[config.mk]
export PLATFORM = sky130hd
export DESIGN_NAME = button_press_classifier
export DESIGN_NICKNAME = d
export VERILOG_FILES = /design/src/rtl/button_press_classifier_pkg.sv /design/src/rtl/button_press_classifier_timer.sv /design/src/rtl/button_press_classifier.sv
export SDC_FILE = /design/constraint.sdc
export NUM_CORES = 1
export LEC_CHECK = 0
export CORE_AREA = 2 2 61 69
export DETAILED_ROUTE_END_ITERATION = 10
export DIE_AREA = 0 0 63 71
export GPL_TIMING_DRIVEN = 0
export MAX_ROUTING_LAYER = met4
export PLACE_DENSITY = 0.74
export SLEW_MARGIN = 20
export SYNTH_ARGS = -nofsm -noshare
export SYNTH_HDL_FRONTEND = slang
export SYNTH_SLANG_ARGS = --single-unit
[constraint.sdc]
create_clock -name clk -period 2.5 [get_ports clk]
set_input_delay 0.375 -clock clk [delete_from_list [all_inputs] [get_ports clk]]
set_output_delay 0.375 -clock clk [all_outputs]
set_load 0.1 [all_outputs]
[src/rtl/button_press_classifier_pkg.sv]
// rtl/button_press_classifier_pkg.sv - state encodings and default timing for button blocks
package button_press_classifier_pkg;

    typedef enum logic [2:0] {
        ST_IDLE   = 3'd0,
        ST_PRESS1 = 3'd1,
        ST_GAP    = 3'd2,
        ST_PRESS2 = 3'd3,
        ST_HELD   = 3'd4,
        ST_DRAIN  = 3'd5
    } state_t;

    localparam int DEF_LONG_CYCLES   = 25_000_000;
    localparam int DEF_GAP_CYCLES    = 7_500_000;
    localparam int DEF_REPEAT_CYCLES = 5_000_000;

    function automatic int max3(input int a, input int b, input int c);
        int m;
        m = (a > b) ? a : b;
        return (m > c) ? m : c;
    endfunction

endpackage

[src/rtl/button_press_classifier_timer.sv]
// rtl/button_press_classifier_timer.sv - clearable up-counter with terminal-count compare
module button_press_classifier_timer #(
    parameter int W = 8
) (
    input  logic         clk,
    input  logic         rst,
    input  logic         i_clr,
    input  logic         i_en,
    input  logic [W-1:0] i_limit,
    output logic         o_tc
);

    logic [W-1:0] r_cnt;

    always_ff @(posedge clk or negedge rst) begin
        if (!rst) begin
            r_cnt <= '0;
        end else if (i_clr) begin
            r_cnt <= '0;
        end else if (i_en) begin
            r_cnt <= r_cnt + 1'b1;
        end
    end

    assign o_tc = (r_cnt == i_limit);

endmodule

[src/rtl/button_press_classifier.sv]
// rtl/button_press_classifier.sv - short/long/double press classifier
// BTN_REPEAT_EN enables auto-repeat pulses while a long press is held.
module button_press_classifier
    import button_press_classifier_pkg::*;
#(
    parameter int LONG_CYCLES   = DEF_LONG_CYCLES,
    parameter int GAP_CYCLES    = DEF_GAP_CYCLES,
    parameter int REPEAT_CYCLES = DEF_REPEAT_CYCLES
) (
    input  logic clk,
    input  logic rst,
    input  logic btn_level,
    output logic short_pulse,
    output logic long_pulse,
    output logic double_pulse,
    output logic repeat_pulse,
    output logic busy
);

    localparam int W = $clog2(max3(LONG_CYCLES, GAP_CYCLES, REPEAT_CYCLES) + 1);

    state_t       r_state;
    state_t       w_next;
    logic         r_btn_q;
    logic         r_short, r_long, r_double, r_repeat, r_dbl_pend;
    logic         w_short, w_long, w_double, w_repeat, w_dbl_pend;
    logic         w_rise, w_en, w_wrap, w_clr, w_tc;
    logic [W-1:0] w_limit;

    assign w_rise = btn_level & ~r_btn_q;

    always_comb begin
        w_limit = W'(LONG_CYCLES - 1);
        if (r_state == ST_GAP)  w_limit = W'(GAP_CYCLES - 1);
        if (r_state == ST_HELD) w_limit = W'(REPEAT_CYCLES - 1);
    end

    always_comb begin
        w_next     = r_state;
        w_short    = 1'b0;
        w_long     = 1'b0;
        w_double   = 1'b0;
        w_repeat   = 1'b0;
        w_dbl_pend = 1'b0;
        w_en       = 1'b0;
        w_wrap     = 1'b0;
        case (r_state)
            ST_IDLE: if (w_rise) w_next = ST_PRESS1;
            ST_PRESS1: begin
                if (!btn_level) w_next = ST_GAP;
                else if (w_tc) begin
                    w_next = ST_HELD;
                    w_long = 1'b1;
                end else w_en = 1'b1;
            end
            ST_GAP: begin
                if (btn_level) w_next = ST_PRESS2;
                else if (w_tc) begin
                    w_next  = ST_IDLE;
                    w_short = 1'b1;
                end else w_en = 1'b1;
            end
            ST_PRESS2: begin
                // Release path reports one edge after the release is sampled.
                if (!btn_level) begin
                    w_next     = ST_IDLE;
                    w_dbl_pend = 1'b1;
                end else if (w_tc) begin
                    w_next   = ST_DRAIN;
                    w_double = 1'b1;
                end else w_en = 1'b1;
            end
            ST_HELD: begin
                if (!btn_level) w_next = ST_IDLE;
`ifdef BTN_REPEAT_EN
                else if (w_tc) begin
                    w_repeat = 1'b1;
                    w_wrap   = 1'b1;
                end else w_en = 1'b1;
`endif
            end
            ST_DRAIN: if (!btn_level) w_next = ST_IDLE;
            default:  w_next = ST_IDLE;
        endcase
    end

    assign w_clr = (w_next != r_state) | w_wrap;

    button_press_classifier_timer #(.W(W)) u_timer (
        .clk     (clk),
        .rst     (rst),
        .i_clr   (w_clr),
        .i_en    (w_en),
        .i_limit (w_limit),
        .o_tc    (w_tc)
    );

    // btn_q resets high so a button held through reset is ignored until released.
    always_ff @(posedge clk or negedge rst) begin
        if (!rst) begin
            r_state    <= ST_IDLE;
            r_btn_q    <= 1'b1;
            r_short    <= 1'b0;
            r_long     <= 1'b0;
            r_double   <= 1'b0;
            r_repeat   <= 1'b0;
            r_dbl_pend <= 1'b0;
        end else begin
            r_state    <= w_next;
            r_btn_q    <= btn_level;
            r_short    <= w_short;
            r_long     <= w_long;
            r_double   <= w_double | r_dbl_pend;
            r_repeat   <= w_repeat;
            r_dbl_pend <= w_dbl_pend;
        end
    end

    assign short_pulse  = r_short;
    assign long_pulse   = r_long;
    assign double_pulse = r_double;
    assign repeat_pulse = r_repeat;
    assign busy         = (r_state != ST_IDLE);

endmodule

### After elaboration in Yosys (flattened, before gate mapping)

Index checks and enable logic that the tools add are counted.

* reductions and logical operators: 5
* muxes and demuxes: 25
* multipliers: 0
* shift-type cells: 0
* add/subtract/negate cells: 1
* bitwise logic cells: 3
* magnitude comparators: 0
* div/mod/pow operators: 0
* eq/ne operators: 7

Operator list (number)
* 2-to-1 mux 25 bit: 4
* adder 25 x 1 -> 25 bit (second input constant): 1
* equality test 25 bit: 1
* 2-to-1 mux 3 bit: 8
* case mux 3 bit (5 select lines): 1
* 2-to-1 mux 1 bit: 11
* equality test 3 x 2 -> 1 bit (second input constant): 2
* equality test 3 bit (second input constant): 2
* OR reduction 2 bit: 2
* equality test 3 x 1 -> 1 bit (second input constant): 1
* logical NOT 3 bit: 1
* inequality test 3 bit: 1
* nonzero test 3 bit: 1
* case mux 1 bit (2 select lines): 1
* nonzero test 2 bit: 1
* bitwise AND 1 bit: 1
* NOT 1 bit: 1
* OR 1 bit: 1

* bits in writable memories: 0
* input port bits: 3
* bits in read-only memories: 0
* register bits after elaboration: 33
* logic and storage cells: 48
* memories: 0
* latch bits: 0

### Logic depth before layout (Yosys ltp)

* word-level depth: 9
* depth in mapped cells: 7
* depth with buffers taken out: 6

### Hierarchy

A second synthesis with hierarchy kept.

* cell total of the unflattened synthesis: 221
* area, all modules: 2060.7 um^2

By module, submodules not included
* button_press_classifier_timer: cells each 170, area each 1596.5 um^2, sequential area each 625.6 um^2, times used 1
* button_press_classifier: cells each 51, area each 464.2 um^2, sequential area each 201.4 um^2, times used 1

### Worst setup path after synthesis

Ideal clock, no wire load.

* kind: register to register
* start point: register u_timer.r_cnt[5]
* end point: register u_timer.r_cnt[2]
* stages on the path, launching flop included: 8
* slack: 0.116 ns
* library setup time: 0.142 ns
* data required time: 2.358 ns
* buffers on the path: 2
* data arrival time: 2.242 ns
* cells stage by stage: dfrtp_1 > buf_6 > or4b_1 > or4_1 > a211o_1 > o221ai_4 > buf_6 > a32oi_1

* cells in the longest elaborated chain, start to end: 6

RTL lines
* start: declaration: line button_press_classifier_timer.sv:13 `logic [W-1:0] r_cnt;`
* start signal: assignment: line button_press_classifier_timer.sv:21 `r_cnt <= r_cnt + 1'b1;`
* equality test 25 bit (*): line button_press_classifier_timer.sv:25 `assign o_tc = (r_cnt == i_limit);`
* 2-to-1 mux 3 bit, on equally long branches: line button_press_classifier.sv:68, button_press_classifier.sv:51, button_press_classifier.sv:58
* 2-to-1 mux 3 bit, on equally long branches: line button_press_classifier.sv:65, button_press_classifier.sv:50, button_press_classifier.sv:57
* case mux 3 bit (5 select lines): line button_press_classifier.sv:47 `case (r_state)`
* inequality test 3 bit: line button_press_classifier.sv:87 `assign w_clr = (w_next != r_state) | w_wrap;`
* 2-to-1 mux 25 bit or nonzero test 2 bit (tied branches)

Mark *: on every way between the ends. The rest lies on a longest branch, timed or not.
A chain may end at the register's enable or synchronous reset.

### Worst setup path after layout

* start point: register u_timer.r_cnt[5]
* end point: register u_timer.r_cnt[8]

* cells in the longest elaborated chain, start to end: 6

RTL lines (line)
* equality test 25 bit: button_press_classifier_timer.sv:25
* 2-to-1 mux 3 bit, on equally long branches: button_press_classifier.sv:68, button_press_classifier.sv:51, button_press_classifier.sv:58
* 2-to-1 mux 3 bit, on equally long branches: button_press_classifier.sv:65, button_press_classifier.sv:50, button_press_classifier.sv:57
* case mux 3 bit (5 select lines): button_press_classifier.sv:47
* inequality test 3 bit: button_press_classifier.sv:87
* 2-to-1 mux 25 bit or nonzero test 2 bit (tied branches)

Parallel ways exist; a longest one is shown, timed or not. The select of a mux whose other input is x is not followed.

==> qor.txt <==
global-route wire length before repair - 7570 um
CTS buffer count - 5
share of cells above drive strength 1 - 0.142
count leader, synth - dfrtp_1
vias in the first global route - 1632
synthesized cell area - 0.00199 mm^2
Power Density - 674 mW/mm^2
Hold Fails Final Rpt - 0
RePlAce Congestion - 0.896
initial core utilization - 0.523
Yosys cell types - 44
grt ovf - 0
max_cap viols - 0
Crit Path Max Fanout - 6
hold_buf cts - 0
Layout Area Growth over Synthesis - 16.0%
antenna violations before repair - 0
min Tclk post-route - 2530 ps
final worst slack - -29.2 ps
crit share post-route - 1.01
Die X - 63 um
Die Height - 71 um
Synth Register Bits - 33
CP top delay family - simple AND/OR/NAND/NOR gates
setup_tns - -178 ps
critical path startpoint category - register
CTS H-Tree Depth - 2
EDFF count, synth - 0
# nets final - 243
post-synthesis simple-gate area fraction - 0.257
post-synthesis mux area share - 0.00502
vias per inst - 5.98
slew margin rel. - 0.356
Ant. Diodes - 0
crit-path cells - buf_6 -> or4b_1 -> or4_4 -> a211o_4 -> o221ai_4 -> buf_4 -> o2bb2a_4
post-synth top area cell - dfrtp_1
Worst EP required - 2680 ps
Synth Instances - 219
Ys Warns - 0
CTS Buffer Depth - 2
CTS tree - built
Fillers - 333
WP depth - 7
net count after synthesis - 223
RSZ-0062 raised after global routing - yes
DRT Pass-1 Iters - 4
Post-Synth Adder-Cell Area - 0.00627
post-synthesis sequential area ratio - 0.415
Most used DFF post-synth - dfrtp_1
worst-path cell with the longest stage delay - or4b_1
DR vias - 1745
largest net degree at the start of global routing - 34
slowest cell delay on critical path - 520 ps
largest family of logic cells by synthesized area - simple AND/OR/NAND/NOR gates
Root Driver - clkbuf_8
Async SR Flop Fraction - 1.00
Die ar. - 0.00447 mm^2
Critical Path AT - 2710 ps
Setup-failing EPs final - 10
Area contributors post-synth - dfrtp_1 (40%), xnor2_1 (7.0%), a21oi_1 (4.8%)
Post-Synth XOR/XNOR Area - 0.0703
Clock Pin Slew Worst Setup and Hold Paths - 70 ps
peak supply drop - 0.394 mV
compound-gate portion of the synthesized area - 0.181
IO Port Bufs - 6
worst slew pin tran - 963 ps
area of the core - 0.00381 mm^2
Routed WL - 4540 um
cell area after layout - 0.00231 mm^2
Worst Path Buf+Inv - 2
drt wl/cell - 15.5 um
status - finished, violations left
Reg2Reg Depth - 7
DRT iter0 DRCs - 136
gr usage total - 0.222
Post-DP Area - 0.00213 mm^2
final core occ - 0.607
critical path endpoint category - register
CP Class - reg -> reg
f_max - 395 MHz
leakage - 0.845 nW
count of pins over their slew limit - 0
Worst-Skew Late Latency - 290 ps
clk sinks - 33
Synth top area share - 0.402
# rows - 24
Top Ports - 8
clock skew - 7.43 ps
failing checks - negative setup slack
antenna-violating nets left - 0
Mean Syn Cell Area - 9.11 um^2
DRC violations left - 0
Hold Path Class - in -> async
DP HPWL - 3050 um
synth cell count leaders - dfrtp_1 (32), a21oi_1 (19), nand3_1 (18)
path summary, 6_finish.rpt:
| path | slack (ps) | from | endpoint |
|---|---|---|---|
| setup reg to reg | -30 | u_timer.r_cnt[5] | u_timer.r_cnt[8] |
| setup / recovery | -30 | u_timer.r_cnt[5] | u_timer.r_cnt[8] |
| hold / removal | 30 | rst | r_dbl_pend |
| min in group clk | 450 | r_dbl_pend | double_pulse |
| hold reg to reg | 450 | r_dbl_pend | double_pulse |
| max in group asynchronous | 2210 | rst | r_btn_q |
final cells by class:
cell class                 instances  area [um^2]  share of cell area
clock buffer                       7         96.3              0.0416
multi-input combinational        160         1070               0.462
sequential                        33          828               0.358
tap                               52         65.1              0.0281
inverter                          12         45.0              0.0195
timing repair buffer              13          119              0.0514
clock inverter                     1         5.00             0.00216
buffer                            14         86.3              0.0373
state kept, by name (all words and copies together) (netlist names):
signal / flops
u_timer.r_cnt: 25
r_btn_q: 1
double_pulse: 1
r_state: 3
r_dbl_pend: 1
short_pulse: 1
long_pulse: 1
repair_timing:
item / in CTS / in global routing
gates cloned: 0 / 1
endpoints found under the setup margin: 22 / 29
pin swaps: 1 / 0
buffers inserted: 2 / 3
gates resized for setup: 2 / 11
logic make-up (layout without fill, tap and decap cells):
group | after synthesis | count (layout)
AO/OA/AOI/OAI | 49 | 49
multiplexers | 1 | 1
AND/OR/NAND/NOR | 92 | 92
other | 1 | 1
adder cells (fa/ha/maj) | 1 | 1
buffers and inverters | 26 | 47
XOR/XNOR | 16 | 16
flip-flops | 33 | 33
layer usage:
layer / vias to the layer above / part of all wire / wire, um / track usage
li1: 859 / - / - / -
met2: 47 / 0.49 / 2240 / 0.352
met4: 0 / 0.015 / 69 / 0.0765
met3: 10 / 0.039 / 176 / 0.0445
met5: - / 0 / 0 / -
met1: 829 / 0.45 / 2050 / 0.286
stage by stage:
step | setup slack, ps | cells | hold slack, ps | total power, mW
after floorplan | 116 | 219 | 79.4 | 0.965
after global placement | -278 | 277 | 419 | 1.09
after detailed placement | -278 | 278 | 346 | 1.09
after CTS | -12.9 | 288 | 34.1 | 1.55
after global routing | -109 | 292 | 46.5 | 1.65
final | -29.2 | 292 | 30.2 | 1.56
cell usage in the layout, fill, tap and decap left out, types with 5 or more instances in the layout:
cell      count
dfrtp_1      31
nand3_1      18
a21oi_1      16
xnor2_1      16
nor3_1       14
nand2_1      13
inv_1        12
nor2_1       10
buf_4         8
nor4_1        7
a32oi_1       7
o21ai_0       7
clkbuf_8      7
clkbuf_1      6
nand4_1       5
power by group:
group	switching [mW]	internal [mW]	leakage [nW]	total, mW
Clock	0.198	0.249	0.0542	0.447
Combinational	0.346	0.149	0.341	0.495
Sequential	0.0459	0.573	0.450	0.619
Total	0.589	0.971	0.845	1.56
Note: power is estimated with default switching activity, not from simulation.
==> RTL edit 1, RTL diff (same flow settings) <==
Add a define of `BTN_REPEAT_EN`.
--- a/src/rtl/button_press_classifier.sv
+++ b/src/rtl/button_press_classifier.sv
@@ -1,5 +1,7 @@
 // rtl/button_press_classifier.sv - short/long/double press classifier
 // BTN_REPEAT_EN enables auto-repeat pulses while a long press is held.
+`define BTN_REPEAT_EN
+
 module button_press_classifier
     import button_press_classifier_pkg::*;
 #(
Formal check against the unedited RTL: same outputs for any inputs over 10 cycles, from zero or initial values and one cycle with rst low; that may be too few to reach the edited logic, so the function may still have changed.
==> RTL edit 1 against the unedited design <==
Die area did not move; power shrank 0.27%; global-route usage decreased by 1.5 points; wire length down 10%; sequential share of layout area grew 3.0 points; critical path depth unchanged; sequential cell count is 1 higher; worst setup slack better by 0.12 ns; combinational power is 9.5% lower; fmax up 5.0%; area after synthesis down 6.1%; via count shrank 9.9%; clock power rose by 9.4%; design area down 5.1%; critical path type unchanged.
==> RTL edit 1: results (changes against the unedited design) <==
power_and_ir_drop:
  ir_drop_v: 0.000360  # was 0.000394 V
  power_switching_uw: 529  # was 589 uW
  leakage_uw: 0.000882  # was 0.000845 uW
placed_design:
  port_buffers: 7  # was 6
  dp_hpwl_um: 2790  # was 3050 um
  place_ws_ns: -0.478  # was -0.278 ns
  gp_congestion: 0.823  # was 0.896
global_routing:
  grt_pass1_vias: 1512  # was 1,632
  use_met3: 0.0572  # was 0.0445
  use_met1: 0.258  # was 0.286
  grt.met2_usage: 0.316  # was 0.352
  grt_max_degree: 20  # was 34
  track_usage: 0.207  # was 0.222
  grt_pass1_wl_um: 7000  # was 7570 um
logic_synthesis:
  syn-num-nets: 203  # was 223
  ys_types: 43  # was 44
  synth_seq_area_share: 0.455  # was 0.415
  yosys.area.top_type_share: 0.441  # was 0.402
  synth.area.top_cells: "dfrtp_1, xor2_1, a21oi_1, nand3_1, or3_1"  # was dfrtp_1, xnor2_1, a21oi_1, nand3_1, nor3_1
  synth_commonest_cells: "dfrtp_1, nor2_1, nand2_1"  # was dfrtp_1, a21oi_1, nand3_1
  yosys_warnings: 0  # unchanged
sta:
  skew_ns: 0.00798  # was 0.00743 ns
  tightest_slew_ns: 0.963  # about the same
worst_setup_path:
  rr_startpoint: "r_state[0]"  # was u_timer.r_cnt[5]
  worstPathMaxFanout: 10  # was 6
  slowest_delay_ns: 0.51
  critPathSlowestCell: "or3b_1"  # was or4b_1
  arrival_ns: 2.59  # was 2.71 ns
  path_class: "register to register"  # unchanged
  cpLargestDelayFamily: "compound AO/OA/AOI/OAI gates"  # was simple AND/OR/NAND/NOR gates
cells_and_area:
  drive_above_1_share: 0.126  # was 0.142
  fin_nets: 218  # was 243
routing:
  dr_wl_met3_um: 145  # was 176 um
  drt-met1-wl_um: 1860  # was 2050 um
  routedWlPerCell_um: 15.3  # was 15.5 um
  met2WireLength_um: 2000  # was 2240 um
  drt_iter0_markers: 73  # was 136
  vias_per_cell: 5.89  # was 5.98
clocking:
  clk_latency_ns: 0.29  # about the same
run_status:
  run_status: "completed"  # was finished with violations
RTL edit 1: final timing paths:
| path | endpoint | slack [ns] |
|---|---|---|
| setup / recovery | u_timer.r_cnt[1] | 0.09 |
| min in group clk | r_btn_q | 0.38 |
| hold / removal | r_dbl_pend | 0.01 |
| setup reg to reg | u_timer.r_cnt[1] | 0.09 |
| hold reg to reg | double_pulse | 0.44 |
| max in group asynchronous | u_timer.r_cnt[13] | 2.06 |
RTL edit 1: cells by family after synthesis:
logic type | synth area share
compound gates | 0.136
simple gates | 0.283
buf+inv | 0.0327
flops | 0.455
fa+ha+maj | 0.00668
mux | 0.0160
xor+xnor | 0.0702
RTL edit 1: area by class of cell:
type,instances,area (um^2)
fillers,347,1620
multi-input cells,151,997
flip-flops and latches,34,852
repair buffers,10,105
clock buffers,5,68.8
well taps,52,65.1
plain buffers,7,48.8
clock inverters,3,40.0
inverters,5,18.8
RTL edit 1: per-stage QoR:
stage	hold slack [ns]	total power, uW	std cells	area, um^2	setup TNS (ns)
after CTS	0.0275	1550	267	2150	0
after floorplan	0.0794	950	199	1870	0
final	0.0127	1560	267	2200	0
after detailed placement	0.332	1060	259	2030	-8.35
after global routing	0.0370	1640	267	2200	-0.101
after global placement	0.415	1050	258	2010	-7.68
RTL edit 1: timing repair:
action,4_1_cts,5_1_grt
pin swaps,1,4
resized for setup,3,17
setup endpoints to repair,26,28
buffers inserted,1,1
RTL edit 1: power groups by stage:
| stage | Combinational (uW) | Sequential [uW] | Clock, uW |
|---|---|---|---|
| global placement | 427 | 628 | 0 |
| global route | 487 | 626 | 526 |
| floorplan | 307 | 644 | 0 |
| detailed placement | 432 | 629 | 0 |
| CTS | 432 | 618 | 500 |
| finish | 448 | 619 | 489 |
==> RTL edit 2, RTL diff (same settings) <==
Without the edit above. The 6 states of `state_t` get a Gray code encoding in 3 bits.
--- a/src/rtl/button_press_classifier_pkg.sv
+++ b/src/rtl/button_press_classifier_pkg.sv
@@ -2,12 +2,12 @@
 package button_press_classifier_pkg;
 
     typedef enum logic [2:0] {
-        ST_IDLE   = 3'd0,
-        ST_PRESS1 = 3'd1,
-        ST_GAP    = 3'd2,
-        ST_PRESS2 = 3'd3,
-        ST_HELD   = 3'd4,
-        ST_DRAIN  = 3'd5
+        ST_IDLE   = 3'b000,
+        ST_PRESS1 = 3'b001,
+        ST_GAP    = 3'b011,
+        ST_PRESS2 = 3'b010,
+        ST_HELD   = 3'b110,
+        ST_DRAIN  = 3'b111
     } state_t;
 
     localparam int DEF_LONG_CYCLES   = 25_000_000;
Formal check against the unedited RTL: no difference found for any inputs over 10 cycles, from zero or initial values and one cycle with rst low; not proved beyond that.
==> RTL edit 2 against the unedited design <==
The flow finishes with violations (hold timing); count of clock-buffer cells in the layout stayed put; sequential cell count stayed put; combinational power is 65% higher; worst setup slack better by 0.15 ns; design area is 0.54% higher; power is 19% higher; non-clock buffer count is 5 lower; fmax is 6.5% higher; area after synthesis is 0.88% higher; wire length is 8.8% lower; highest routed layer unchanged.
==> RTL edit 2: results (changes against the unedited design) <==
sta:
  tightest_slew_ns: 0.964  # was 0.963 ns
  skew_ns: 0.00594  # was 0.00743 ns
  whs_ns: -0.00729  # was 0.0302 ns
  hold_viol: 10  # was 0
worst_setup_path:
  worst_r2r_endpoint: "u_timer.r_cnt[1]"  # was u_timer.r_cnt[8]
  worstPathMaxFanout: 10  # was 6
  r2r_slack_ns: 0.12  # was -0.03 ns
  rr_startpoint: "r_state[2]"  # was u_timer.r_cnt[5]
  worstRegToRegCells: 8  # was 7
  arrival_ns: 2.56  # was 2.71 ns
routing:
  drt_iter0_markers: 80  # was 136
  first_pass_iters: 4  # unchanged
  routedWlPerCell_um: 14.4  # was 15.5 um
  routed-via-count: 1656  # was 1,745
logic_synthesis:
  synth_compound_area_frac: 0.119  # was 0.181
  synthAdderAreaFrac: 0.00622  # was 0.00627
  syn-num-nets: 220  # was 223
  synth.area.top_cells: "dfrtp_1, nor2_1, xor2_1, nand2_1, xnor2_1"  # was dfrtp_1, xnor2_1, a21oi_1, nand3_1, nor3_1
  ys_types: 54  # was 44
  yosys_warnings: 0  # unchanged
  synth_seq_area_share: 0.411  # was 0.415
  synth_xor_area_frac: 0.0871  # was 0.0703
  muxShareOfSynthArea: 0.00995  # was 0.00502
  synth_commonest_cells: "dfrtp_1, nor2_1, nand2_1"  # was dfrtp_1, a21oi_1, nand3_1
global_routing:
  grt_pass1_wl_um: 7260  # was 7570 um
  grt_pass1_vias: 1584  # was 1,632
  track_usage: 0.215  # was 0.222
  grt_max_degree: 20  # was 34
  use_met3: 0.0572  # was 0.0445
  grt.met2_usage: 0.327  # was 0.352
placed_design:
  dp_hpwl_um: 2980  # was 3050 um
  gp_congestion: 0.839  # was 0.896
run_status:
  violations: "hold timing"  # was setup timing
  run_status: "finished with violations"  # unchanged
hold_path:
  min_path_type: "input port to asynchronous set/reset pin"  # unchanged
cells_and_area:
  nFillCells: 318  # was 333
  antenna_cells: 0  # unchanged
  fin_nets: 238  # was 243
  drive_above_1_share: 0.157  # was 0.142
clocking:
  ctsHtreeMaxLevel: 2  # unchanged
power_and_ir_drop:
  leakage_uw: 0.000928  # was 0.000845 uW
  ir_drop_v: 0.000518  # was 0.000394 V
==> RTL edit 2: cell count changes in the layout (fill, tap and decap cells not counted), sizes merged, moves of 9 or more <==
cell,change
a21oi,-9
nand3,-12
nor2,+22
nor3,-9
xnor2,-9
xor2,+13
==> RTL edit 2: how the worst max path moves through the flow <==
stage	startpoint	to	slack, ns	cells after the start
2_1_floorplan	u_timer.r_cnt[20]	u_timer.r_cnt[6]	0.31	7
3_3_place_gp	btn_level	u_timer.r_cnt[22]	-0.22	8
3_5_place_dp	btn_level	u_timer.r_cnt[22]	-0.25	8
4_1_cts	u_timer.r_cnt[0]	u_timer.r_cnt[22]	0.02	7
5_1_grt	r_state[2]	u_timer.r_cnt[1]	-0.003	8
6_report	r_state[2]	u_timer.r_cnt[1]	0.12	8
==> RTL edit 2: metrics by stage <==
stage / worst slack, ns / instances / hold WS, ns / instance area (um^2)
after floorplan: 0.311 / 216 / 0.0794 / 2010
after global placement: -0.225 / 274 / 0.425 / 2140
after detailed placement: -0.251 / 275 / 0.318 / 2160
after CTS: 0.0227 / 283 / 0.00329 / 2260
after global routing: -0.00289 / 287 / 0.0187 / 2330
final: 0.125 / 287 / -0.00729 / 2330
==> RTL edit 2: cell type report <==
cell class                      count  area share
Tap cell                           52      0.0280
Buffer                             11      0.0285
Clock inverter                      1     0.00215
Multi-Input combinational cell    168       0.484
Sequential cell                    33       0.356
Clock buffer                        7      0.0414
Timing Repair Buffer               11      0.0543
Inverter                            4     0.00646
==> RTL edit 2: critical path, cell delays in order, from the launching register on <==
cell and delay [ns]:
dfrtp_1 0.38, clkbuf_1 0.40, nand2_1 0.18, or4_4 0.56
o221ai_4 0.10, a21o_1 0.26, buf_4 0.15, mux2i_1 0.17
nor2_1 0.05
==> RTL edit 2: what timing repair did <==
item | CTS | global route
setup buffers | 0 | 4
resized for setup | 3 | 4
endpoints found under the setup margin | 1 | 22
pin swaps | 0 | 2
==> RTL edit 2: cells by family after synthesis <==
kind of cell	count (synthesis)
simple gates	114
buf+inv	15
fa+ha+maj	1
xor+xnor	20
flops	33
mux	2
other cells	1
compound gates	30
==> RTL edit 2: power by group <==
part	switching [uW]	internal [uW]	leakage [uW]
registers	19.2	573	0.000451
clock network	200	249	0.0000542
logic	544	272	0.000423
==> RTL edit 2: routing by layer <==
metal | wire, um | vias to the layer above
met5 | 0 | -
met4 | 80 | 0
met3 | 154 | 6
met2 | 2000 | 32
met1 | 1900 | 801
li1 | - | 817
